**config.mk**
```make
export PLATFORM = sky130hd
export DESIGN_NAME = pirdsp_simd_accum_flat
export DESIGN_NICKNAME = d
export VERILOG_FILES = /design/src/rtl/pirdsp_simd_accum_if.sv /design/src/rtl/pirdsp_simd_accum.sv /design/src/flat_wrapper.sv
export SDC_FILE = /design/constraint.sdc
export NUM_CORES = 1
export LEC_CHECK = 0
export BUFFER_PORTS_ARGS = -buffer_cell sky130_fd_sc_hd__buf_2
export CAP_MARGIN = 20
export CORE_MARGIN = 2
export CORE_UTILIZATION = 45
export CTS_CLUSTER_DIAMETER = 50
export CTS_CLUSTER_SIZE = 8
export DETAILED_ROUTE_END_ITERATION = 6
export GPL_ROUTABILITY_DRIVEN = 0
export PLACE_DENSITY_LB_ADDON = 0.08
export SLEW_MARGIN = 5
export SYNTH_ARGS = -nofsm -noshare
export SYNTH_HDL_FRONTEND = slang
export SYNTH_SLANG_ARGS = --single-unit
```
**constraint.sdc**
```tcl
create_clock -name clk -period 6.05 [get_ports clk]
set_clock_uncertainty 0.15 [all_clocks]
set_input_delay 1.815 -clock clk [delete_from_list [all_inputs] [get_ports clk]]
set_output_delay 1.815 -clock clk [all_outputs]
set_load 0.02 [all_outputs]
```
**src/rtl/pirdsp_simd_accum_if.sv**
```systemverilog
// Handshake and data bus between the SIMD multiplier array and the accumulate/reduce stage.
// The slave modport is the accumulator side; the master modport drives jobs and beats.
interface pirdsp_simd_accum_if #(
  parameter int PW    = 18,
  parameter int AW    = 24,
  parameter int LEN_W = 8
);
  logic              start;
  logic [LEN_W-1:0]  len;
  logic              in_valid;
  logic              in_ready;
  logic [6*PW-1:0]   prod;
  logic              out_valid;
  logic              out_ready;
  logic [6*AW-1:0]   acc;
  logic [AW+2:0]     sum;
  logic [5:0]        ovf;
  logic              busy;

  modport slave (
    input  start, len, in_valid, prod, out_ready,
    output in_ready, out_valid, acc, sum, ovf, busy
  );

  modport master (
    output start, len, in_valid, prod, out_ready,
    input  in_ready, out_valid, acc, sum, ovf, busy
  );
endinterface

```
**src/rtl/pirdsp_simd_accum.sv**
```systemverilog
// Six-lane SIMD accumulate-and-reduce back end for the 9-bit multiplier array.
// Each lane wraps independently with a sticky overflow flag; a registered tree sums the lanes.
module pirdsp_simd_accum #(
  parameter int PW    = 18,
  parameter int AW    = 24,
  parameter int LEN_W = 8
) (
  input  logic                   clk,
  input  logic                   rst_n,
  pirdsp_simd_accum_if.slave     bus
);

  // state    | meaning
  // S_IDLE   | waiting for start with nonzero len; results held
  // S_ACCUM  | accepting product beats until cnt runs out
  // S_REDUCE | adder tree result registered into sum
  // S_OUT    | results presented until out_ready
  typedef enum logic [1:0] {S_IDLE, S_ACCUM, S_REDUCE, S_OUT} state_t;

  state_t                 state_q;
  logic [LEN_W-1:0]       cnt_q;
  logic signed [AW-1:0]   acc_q [6];
  logic signed [AW+2:0]   sum_q;
  logic [5:0]             ovf_q;
  logic                   in_ready_q;
  logic                   out_valid_q;
  logic                   busy_q;

  logic signed [AW-1:0]   ext_d [6];
  logic signed [AW-1:0]   add_d [6];
  logic [5:0]             lane_ovf_d;
  logic signed [AW+2:0]   lane_x [6];
  logic signed [AW+2:0]   pair_d [3];
  logic signed [AW+2:0]   sum_d;
  logic                   beat;

  assign beat = bus.in_valid & in_ready_q;

  always_comb begin
    for (int i = 0; i < 6; i++) begin
      ext_d[i]      = {{(AW-PW){bus.prod[PW*i+PW-1]}}, bus.prod[PW*i +: PW]};
      add_d[i]      = acc_q[i] + ext_d[i];
      lane_ovf_d[i] = (acc_q[i][AW-1] == ext_d[i][AW-1]) &&
                      (add_d[i][AW-1] != acc_q[i][AW-1]);
      lane_x[i]     = {{3{acc_q[i][AW-1]}}, acc_q[i]};
    end
    // Three extra bits cover six signed addends exactly, so the tree never overflows.
    pair_d[0] = lane_x[0] + lane_x[1];
    pair_d[1] = lane_x[2] + lane_x[3];
    pair_d[2] = lane_x[4] + lane_x[5];
    sum_d     = pair_d[0] + pair_d[1] + pair_d[2];
  end

  always_ff @(posedge clk or negedge rst_n) begin
    if (!rst_n) begin
      state_q     <= S_IDLE;
      cnt_q       <= '0;
      sum_q       <= '0;
      ovf_q       <= '0;
      in_ready_q  <= 1'b0;
      out_valid_q <= 1'b0;
      busy_q      <= 1'b0;
      for (int i = 0; i < 6; i++) acc_q[i] <= '0;
    end else begin
      case (state_q)
        S_IDLE: begin
          if (bus.start && (bus.len != '0)) begin
            for (int i = 0; i < 6; i++) acc_q[i] <= '0;
            ovf_q      <= '0;
            cnt_q      <= bus.len;
            in_ready_q <= 1'b1;
            busy_q     <= 1'b1;
            state_q    <= S_ACCUM;
          end
        end
        S_ACCUM: begin
          if (beat) begin
            for (int i = 0; i < 6; i++) acc_q[i] <= add_d[i];
            ovf_q <= ovf_q | lane_ovf_d;
            cnt_q <= cnt_q - LEN_W'(1);
            if (cnt_q == LEN_W'(1)) begin
              in_ready_q <= 1'b0;
              state_q    <= S_REDUCE;
            end
          end
        end
        S_REDUCE: begin
          sum_q       <= sum_d;
          out_valid_q <= 1'b1;
          state_q     <= S_OUT;
        end
        S_OUT: begin
          if (bus.out_ready) begin
            out_valid_q <= 1'b0;
            busy_q      <= 1'b0;
            state_q     <= S_IDLE;
          end
        end
        default: state_q <= S_IDLE;
      endcase
    end
  end

  for (genvar g = 0; g < 6; g++) begin : g_lane_out
    assign bus.acc[AW*g +: AW] = acc_q[g];
  end

  assign bus.in_ready  = in_ready_q;
  assign bus.out_valid = out_valid_q;
  assign bus.sum       = sum_q;
  assign bus.ovf       = ovf_q;
  assign bus.busy      = busy_q;

endmodule

```
**src/flat_wrapper.sv**
```systemverilog
// flat-port wrapper written by rule: the top's interface ports become plain ports
module pirdsp_simd_accum_flat 
#(
  parameter int PW    = 18,
  parameter int AW    = 24,
  parameter int LEN_W = 8
)
  (clk, rst_n, bus_start, bus_len, bus_in_valid, bus_prod, bus_out_ready, bus_in_ready, bus_out_valid, bus_acc, bus_sum, bus_ovf, bus_busy);
  pirdsp_simd_accum_if #(.PW(PW), .AW(AW), .LEN_W(LEN_W)) bus_i ();
  input  logic clk;
  input  logic rst_n;
  input wire logic [$bits(bus_i.start)-1:0] bus_start;
  input wire logic [$bits(bus_i.len)-1:0] bus_len;
  input wire logic [$bits(bus_i.in_valid)-1:0] bus_in_valid;
  input wire logic [$bits(bus_i.prod)-1:0] bus_prod;
  input wire logic [$bits(bus_i.out_ready)-1:0] bus_out_ready;
  output wire logic [$bits(bus_i.in_ready)-1:0] bus_in_ready;
  output wire logic [$bits(bus_i.out_valid)-1:0] bus_out_valid;
  output wire logic [$bits(bus_i.acc)-1:0] bus_acc;
  output wire logic [$bits(bus_i.sum)-1:0] bus_sum;
  output wire logic [$bits(bus_i.ovf)-1:0] bus_ovf;
  output wire logic [$bits(bus_i.busy)-1:0] bus_busy;
  assign bus_i.start = bus_start;
  assign bus_i.len = bus_len;
  assign bus_i.in_valid = bus_in_valid;
  assign bus_i.prod = bus_prod;
  assign bus_i.out_ready = bus_out_ready;
  assign bus_in_ready = bus_i.in_ready;
  assign bus_out_valid = bus_i.out_valid;
  assign bus_acc = bus_i.acc;
  assign bus_sum = bus_i.sum;
  assign bus_ovf = bus_i.ovf;
  assign bus_busy = bus_i.busy;
  pirdsp_simd_accum #(.PW(PW), .AW(AW), .LEN_W(LEN_W)) u_core (.clk(clk), .rst_n(rst_n), .bus(bus_i));
endmodule
```
==> metrics.yaml, run 1 <==
status:
  status: "finished clean"
power:
  power.leakage_nw: 11.38
  powerDensity_nw_per_um2: 480.2
  peakVddDrop_v: 0.0002394
placement:
  placed_cell_area_um2: 20780
  dp_hpwl_um: 46310
  placed_cells: 2993
  port-buffer-count: 300
route:
  drc: 0
  wl_per_cell_um: 19.46
  vias_per_cell: 5.756
  num_vias: 17410
  postRouteAntennaNets: 0
  drt_pass1_iterations: 5
  dr.first_iter.drc_count: 966
  drt-total-wl_um: 58860
clock_tree:
  post_cts_buffers: 0
  cts_tree: "yes"
  cts_buffers: 17
  clock-root-buffer: "clkbuf_16"
  htree_num_levels: 4
  post_cts_resized: 0
  cts_buffer_depth: 2
  clk_latency_ns: 0.47
  clk_pin_slew_ns: 0.07
  clock-sinks: 190
  ctsHoldBuffers: 0
timing:
  worst_pin_slew_ns: 1.032
  finalCriticalPeriod_ns: 5.549
  finalSetupViolCount: 0
  finalMaxSlewViolations: 0
  rsz0062_at_grt: "false"
  timing.fmax_mhz: 180.2
  max-slew-margin-rel: 0.3118
  fin_crit_sh: 0.9172
  final.setup.tns_ns: 0
  hold_violations: 0
global_route:
  antenna_found_initial: 3
  grt_first_pass_wirelength_um: 93180
  grt-ovfl-total: 0
  grt_usage: 0.2709
  grt_pass1_vias: 16840
  grt_max_degree: 110
yosys:
  async_flop_share: 1.000
  yosys.area_share.adder: 0.1990
  synth_compound_area_frac: 0.2642
  yosysTopAreaCell: "dfrtp_1"
  synth_mux_area_frac: 0.01501
  seq_area_frac_synth: 0.2547
  syn_area_um2: 18670
  ys_seq_elements: 190
  syn_area_per_cell_um2: 8.459
  synth_xor_area_frac: 0.08867
  ys_warn_count: 0
  synth_flop_cell: "dfrtp_1"
  syn_inst: 2207
  synth-simple-area-share: 0.1418
  ys_types: 73
  netlist.area_leader.share: 0.2547
  synth_edf_count: 0
  synth_top_family_by_area: "compound AO/OA/AOI/OAI gates"
  synth.area.top_cells: "dfrtp_1 (25%), ha_1 (16%), a21o_1 (5.1%)"
  synthesis.nets: 2604
worst_setup_path:
  crit_required_ns: 6.27
  worst_path_largest_cell_delay_ns: 0.52
  crit_cells: 23
  r2r_slack_ns: 0.50
  cpMostUsedCell: "o21ai_1"
  crit_path_end_kind: "flip-flop"
  startpoint_type: "flip-flop"
  reg2reg_depth: 23
  crit_family: "compound AO/OA/AOI/OAI gates"
  r2r-start: "u_core.bus.acc[120]$_DFFE_PN0P_"
  crit_slowest_cell: "or4_1"
  path_buf_inv: 2
  crit_start: "u_core.bus.acc[120]$_DFFE_PN0P_"
  crit_chain: "ha_1, inv_1, fa_1, nor2b_1, o21ai_1, a21boi_0, o21ai_1, nand2b_1, a21o_1, a21oi_1, xor2_1, fa_1, inv_1, ha_1, or4_1, o21ai_1, a211oi_1, o31ai_4, a211oi_1, o31ai_1, a21boi_1, or4_1, o311ai_1"
  cp_max_fo: 5
  r2r-end: "u_core.bus.sum[21]$_DFFE_PN0P_"
  arrival_ns: 5.77
  critPathKind: "reg2reg"
  crit_path_end: "u_core.bus.sum[21]$_DFFE_PN0P_"
finish:
  final_cells: 3024
  multi_input_area_um2: 13260
  seqCellArea_um2: 4755
  antenna_cells: 0
  fillCellCount: 3936
  final_cell_mix: "buf_2 (299), nand2_1 (247), ha_1 (241)"
  final_net_count: 2877
  synthToLayoutAreaGrowth_pct: 14.56
  layout_commonest_cell: "buf_2"
  fin_area_um2: 21390
  final_layout_size_suffix_gt1_frac: 0.1545
die:
  start_util: 0.4562
  die_h_um: 207.7
  row_count: 74
  dieArea_um2: 43130
  ios: 301
  coreArea_um2: 40920
  dieWidth_um: 207.7
worst_hold_path:
  worstHoldStart: "u_core.bus.ovf[3]$_DFFE_PN0P_"
  hold_class: "reg2reg"
  min_path_cells: 2
flow_run:
  maxCapViolCount: 0
-- layout make-up --
cell class / count / area share
Clock buffer: 21 / 0.02153
Clock inverter: 10 / 0.006318
Inverter: 122 / 0.02141
Multi-Input combinational cell: 1835 / 0.6200
Sequential cell: 190 / 0.2223
Tap cell: 532 / 0.03112
Timing Repair Buffer: 314 / 0.07728
-- synthesized netlist by cell type, types with 25 or more instances --
| cell type | instances |
|---|---|
| a211oi_1 | 27 |
| a21o_1 | 127 |
| a21oi_1 | 169 |
| a31oi_1 | 25 |
| clkbuf_1 | 53 |
| dfrtp_1 | 190 |
| fa_1 | 35 |
| ha_1 | 241 |
| inv_1 | 121 |
| nand2_1 | 248 |
| nand3_1 | 52 |
| nor2_1 | 114 |
| nor3_1 | 26 |
| o21a_1 | 32 |
| o21ai_0 | 183 |
| o21ai_1 | 27 |
| o21bai_1 | 30 |
| o31ai_1 | 47 |
| xnor2_1 | 94 |
| xor2_1 | 95 |
-- kinds of logic (layout without fill, tap and decap cells) --
logic type | count (synthesis) | after routing
adders and majority gates | 276 | 276
AOI/OAI and AO/OA | 767 | 767
xor gates and xnor gates | 189 | 189
muxes | 26 | 26
and+or+nand+nor | 577 | 577
DFF | 190 | 190
buffers and inverters | 182 | 467
-- stage by stage --
stage	util	setup WS (ns)	total power (W)	hold WS, ns
floorplan	-	0.7541	0.007002	0.3384
global placement	0.5077	0.4129	0.008882	0.3131
detailed placement	0.5077	0.2804	0.009003	0.3184
CTS	0.5222	0.2358	0.01027	0.3350
global route	0.5226	0.04207	0.01118	0.3681
finish	0.5226	0.5010	0.01027	0.3343
-- worst register-to-register path: cells and delay by family (launching register included) --
kind / cells / cell delay (ns)
AO/OA/AOI/OAI: 12 / 2.04
XOR/XNOR: 1 / 0.17
adder cells (fa/ha/maj): 4 / 1.32
buffers and inverters: 2 / 0.10
flip-flops: 1 / 0.40
AND/OR/NAND/NOR: 4 / 1.28
-- power by group --
part | internal [W] | total, W | switching [W] | leakage (nW)
clock network | 0.000670 | 0.00122 | 0.000550 | 0.293
logic | 0.00267 | 0.00694 | 0.00427 | 8.59
registers | 0.00166 | 0.00211 | 0.000456 | 2.50
-- sequential cells by signal, summed over array words and instances (netlist names) --
| register | flops |
|---|---|
| u_core.bus.acc | 144 |
| u_core.bus.sum | 27 |
| u_core.cnt_q | 8 |
| u_core.bus.ovf | 6 |
| u_core.state_q | 2 |
| u_core.bus.busy | 1 |
| u_core.bus.in_ready | 1 |
| u_core.bus.out_valid | 1 |
-- worst min-delay path by stage --
stage,end,slack (ns)
2_1_floorplan,u_core.cnt_q[1]$_DFFE_PN0P_,0.34
3_3_place_gp,u_core.bus.ovf[3]$_DFFE_PN0P_,0.31
3_5_place_dp,u_core.bus.ovf[3]$_DFFE_PN0P_,0.32
4_1_cts,u_core.bus.ovf[3]$_DFFE_PN0P_,0.34
5_1_grt,u_core.bus.ovf[3]$_DFFE_PN0P_,0.37
6_report,u_core.bus.ovf[3]$_DFFE_PN0P_,0.33
-- routing by layer --
layer | vias up | GRT usage | wire length [um]
met5 | - | 0 | 46
met4 | 6 | 0.08095 | 1290
met3 | 72 | 0.05356 | 3291
met2 | 405 | 0.4398 | 27250
met1 | 8332 | 0.3651 | 26980
li1 | 8590 | - | -
Power figures use the tool's default switching activity.
==> run 2, diff against run 1 <==
Clock period 6.05 ns to 6.45 ns, I/O delays scaled along.
==> run 2 against run 1 <==
Total power fell by 7.1%. Critical path depth down 5. First-iteration DRC count is 8.3% lower. Hold slack gained 0.00074 ns. Global-route usage is essentially flat. Core utilization shrank 0.20 points. Maximum frequency fell by 6.6%. Clock power shrank 11%. Sequential cell count unchanged. Die area stayed put. Combinational power decreased by 6.8%. Largest cell class unchanged.
==> metrics.yaml, run 2 (synthesis results as in run 1) <==
worst_setup_path:
  cp_max_fo: 7  # +2
  cpMostUsedCell: "o31ai_1"
  crit_required_ns: 6.71  # +0.44 ns
  crit_path_end_kind: "flip-flop"
  crit_path_end: "u_core.bus.sum[21]$_DFFE_PN0P_"
  r2r-end: "u_core.bus.sum[21]$_DFFE_PN0P_"
  crit_cells: 18  # -22%
  crit_family: "compound AO/OA/AOI/OAI gates"
  startpoint_type: "flip-flop"
  r2r_slack_ns: 0.51  # about the same
  path_buf_inv: 1  # -1
  r2r-start: "u_core.bus.acc[0]$_DFFE_PN0P_"
  crit_chain: "ha_1, fa_1, a211o_1, a21oi_1, o31ai_1, o31ai_1, o21ai_1, a21o_1, fa_1, inv_1, ha_1, a21o_1, a2111oi_1, a211oi_1, o31ai_1, a21boi_1, or4_1, o311ai_1"
  crit_slowest_cell: "fa_1"
  crit_start: "u_core.bus.acc[0]$_DFFE_PN0P_"
  reg2reg_depth: 18  # -22%
  critPathKind: "reg2reg"
  arrival_ns: 6.20  # +0.43 ns
  worst_path_largest_cell_delay_ns: 0.54  # +0.02 ns
route:
  num_vias: 17200  # -1.2%
  wl_per_cell_um: 19.25  # -1.1%
  vias_per_cell: 5.692  # -1.1%
  postRouteAntennaNets: 0  # unchanged
  drt_pass1_iterations: 7  # +2
  drt-total-wl_um: 58180  # -1.1%
  dr.first_iter.drc_count: 886  # -8.3%
  drc: 0  # unchanged
placement:
  dp_hpwl_um: 45760  # -1.2%
  placed_cell_area_um2: 20730  # -0.22%
  placed_cells: 2988  # -0.17%
  port-buffer-count: 300  # unchanged
die:
  row_count: 74  # unchanged
  dieWidth_um: 207.7  # unchanged
  ios: 301  # unchanged
  start_util: 0.4562  # unchanged
  dieArea_um2: 43130  # unchanged
  coreArea_um2: 40920  # unchanged
  die_h_um: 207.7  # unchanged
finish:
  final_cell_mix: "buf_2 (299), nand2_1 (247), ha_1 (241)"
  fin_area_um2: 21310  # -0.38%
  final_cells: 3022  # -0.066%
  synthToLayoutAreaGrowth_pct: 14.13
  largest_register_ffs: 144  # unchanged
  final_util: 0.5206  # -0.001987
  final_layout_size_suffix_gt1_frac: 0.1519  # -0.002565
  layout_commonest_cell: "buf_2"
  final_net_count: 2872  # -0.17%
status:
  status: "finished clean"
global_route:
  grt_first_pass_wirelength_um: 92870  # -0.34%
  antenna_found_initial: 5  # +2
  grt_usage: 0.2709  # about the same
  grt-ovfl-total: 0  # unchanged
  grt_max_degree: 97  # -12%
  grt_pass1_vias: 16920  # +0.44%
clock_tree:
  cts_buffer_depth: 2  # unchanged
  clk_latency_ns: 0.51  # +0.04 ns
  clock-sinks: 190  # unchanged
  cts_buffers: 17  # unchanged
  cts_tree: "yes"
  post_cts_resized: 0  # unchanged
  clk_pin_slew_ns: 0.07  # about the same
  post_cts_buffers: 0  # unchanged
  clock-root-buffer: "clkbuf_16"
  ctsHoldBuffers: 0  # unchanged
  htree_num_levels: 4  # unchanged
power:
  peakVddDrop_v: 0.0003007  # +26%
  power.leakage_nw: 11.34  # -0.42%
  p_total_w: 0.009540  # -7.1%
  powerDensity_nw_per_um2: 447.7  # -6.8%
timing:
  worst_pin_slew_ns: 1.072  # +0.03984 ns
  hold_violations: 0  # unchanged
  finalMaxSlewViolations: 0  # unchanged
  rsz0062_at_grt: "false"
  final.setup.tns_ns: 0  # unchanged
  max-slew-margin-rel: 0.2852  # -0.02656
  timing.fmax_mhz: 168.4  # -6.6%
  fin_crit_sh: 0.9208  # +0.003621
  finalCriticalPeriod_ns: 5.939  # +0.3902 ns
  finalSetupViolCount: 0  # unchanged
worst_hold_path:
  worstHoldStart: "u_core.bus.ovf[3]$_DFFE_PN0P_"
  hold_class: "reg2reg"
flow_run:
  maxCapViolCount: 0  # unchanged
[run 2: how the worst min path moves through the flow]
stage          depth (start not counted)                             to  slack, ns
6_report                               2  u_core.bus.ovf[3]$_DFFE_PN0P_       0.34
5_1_grt                                1  u_core.bus.sum[5]$_DFFE_PN0P_       0.37
4_1_cts                                2  u_core.bus.ovf[3]$_DFFE_PN0P_       0.34
3_5_place_dp                           1  u_core.bus.sum[5]$_DFFE_PN0P_       0.32
3_3_place_gp                           2  u_core.bus.ovf[3]$_DFFE_PN0P_       0.31
2_1_floorplan                          2    u_core.cnt_q[1]$_DFFE_PN0P_       0.34
[run 2: worst reg2reg max path: cells and delay by family (launching register included)]
family                     cells  cell delay [ns]
and+or+nand+nor                1             0.49
AOI/OAI and AO/OA             12             3.15
adders and majority gates      4             1.58
buffers and inverters          1             0.04
DFF                            1             0.42
[run 2: cell type report]
type,instances,area [um2]
fill,3971,19620
multi-input combinational,1835,13260
sequential,190,4755
timing repair buffer,309,1603
tap,532,665.6
clock buffer,23,478.0
inverter,122,457.9
clock inverter,9,86.33
antenna,2,5.005
[run 2: per-stage QoR]
step	setup WS, ns	hold WS (ns)
global route	0.04828	0.3699
finish	0.5108	0.3350
detailed placement	0.4879	0.3221
global placement	0.6626	0.3144
floorplan	1.154	0.3384
CTS	0.4618	0.3389
[run 2: routing by layer]
| layer | up-vias | share of wire | GRT usage |
|---|---|---|---|
| li1 | 8576 | - | - |
| met1 | 8188 | 0.46 | 0.3598 |
| met2 | 367 | 0.47 | 0.4486 |
| met3 | 64 | 0.052 | 0.05749 |
| met4 | 6 | 0.018 | 0.06921 |
| met5 | - | 0.00070 | 0 |
[run 2: power breakdown]
| part | internal, W | switching, W | total (W) |
|---|---|---|---|
| sequential | 0.00156 | 0.000429 | 0.00198 |
| clock | 0.000560 | 0.000529 | 0.00109 |
| combinational | 0.00248 | 0.00399 | 0.00647 |
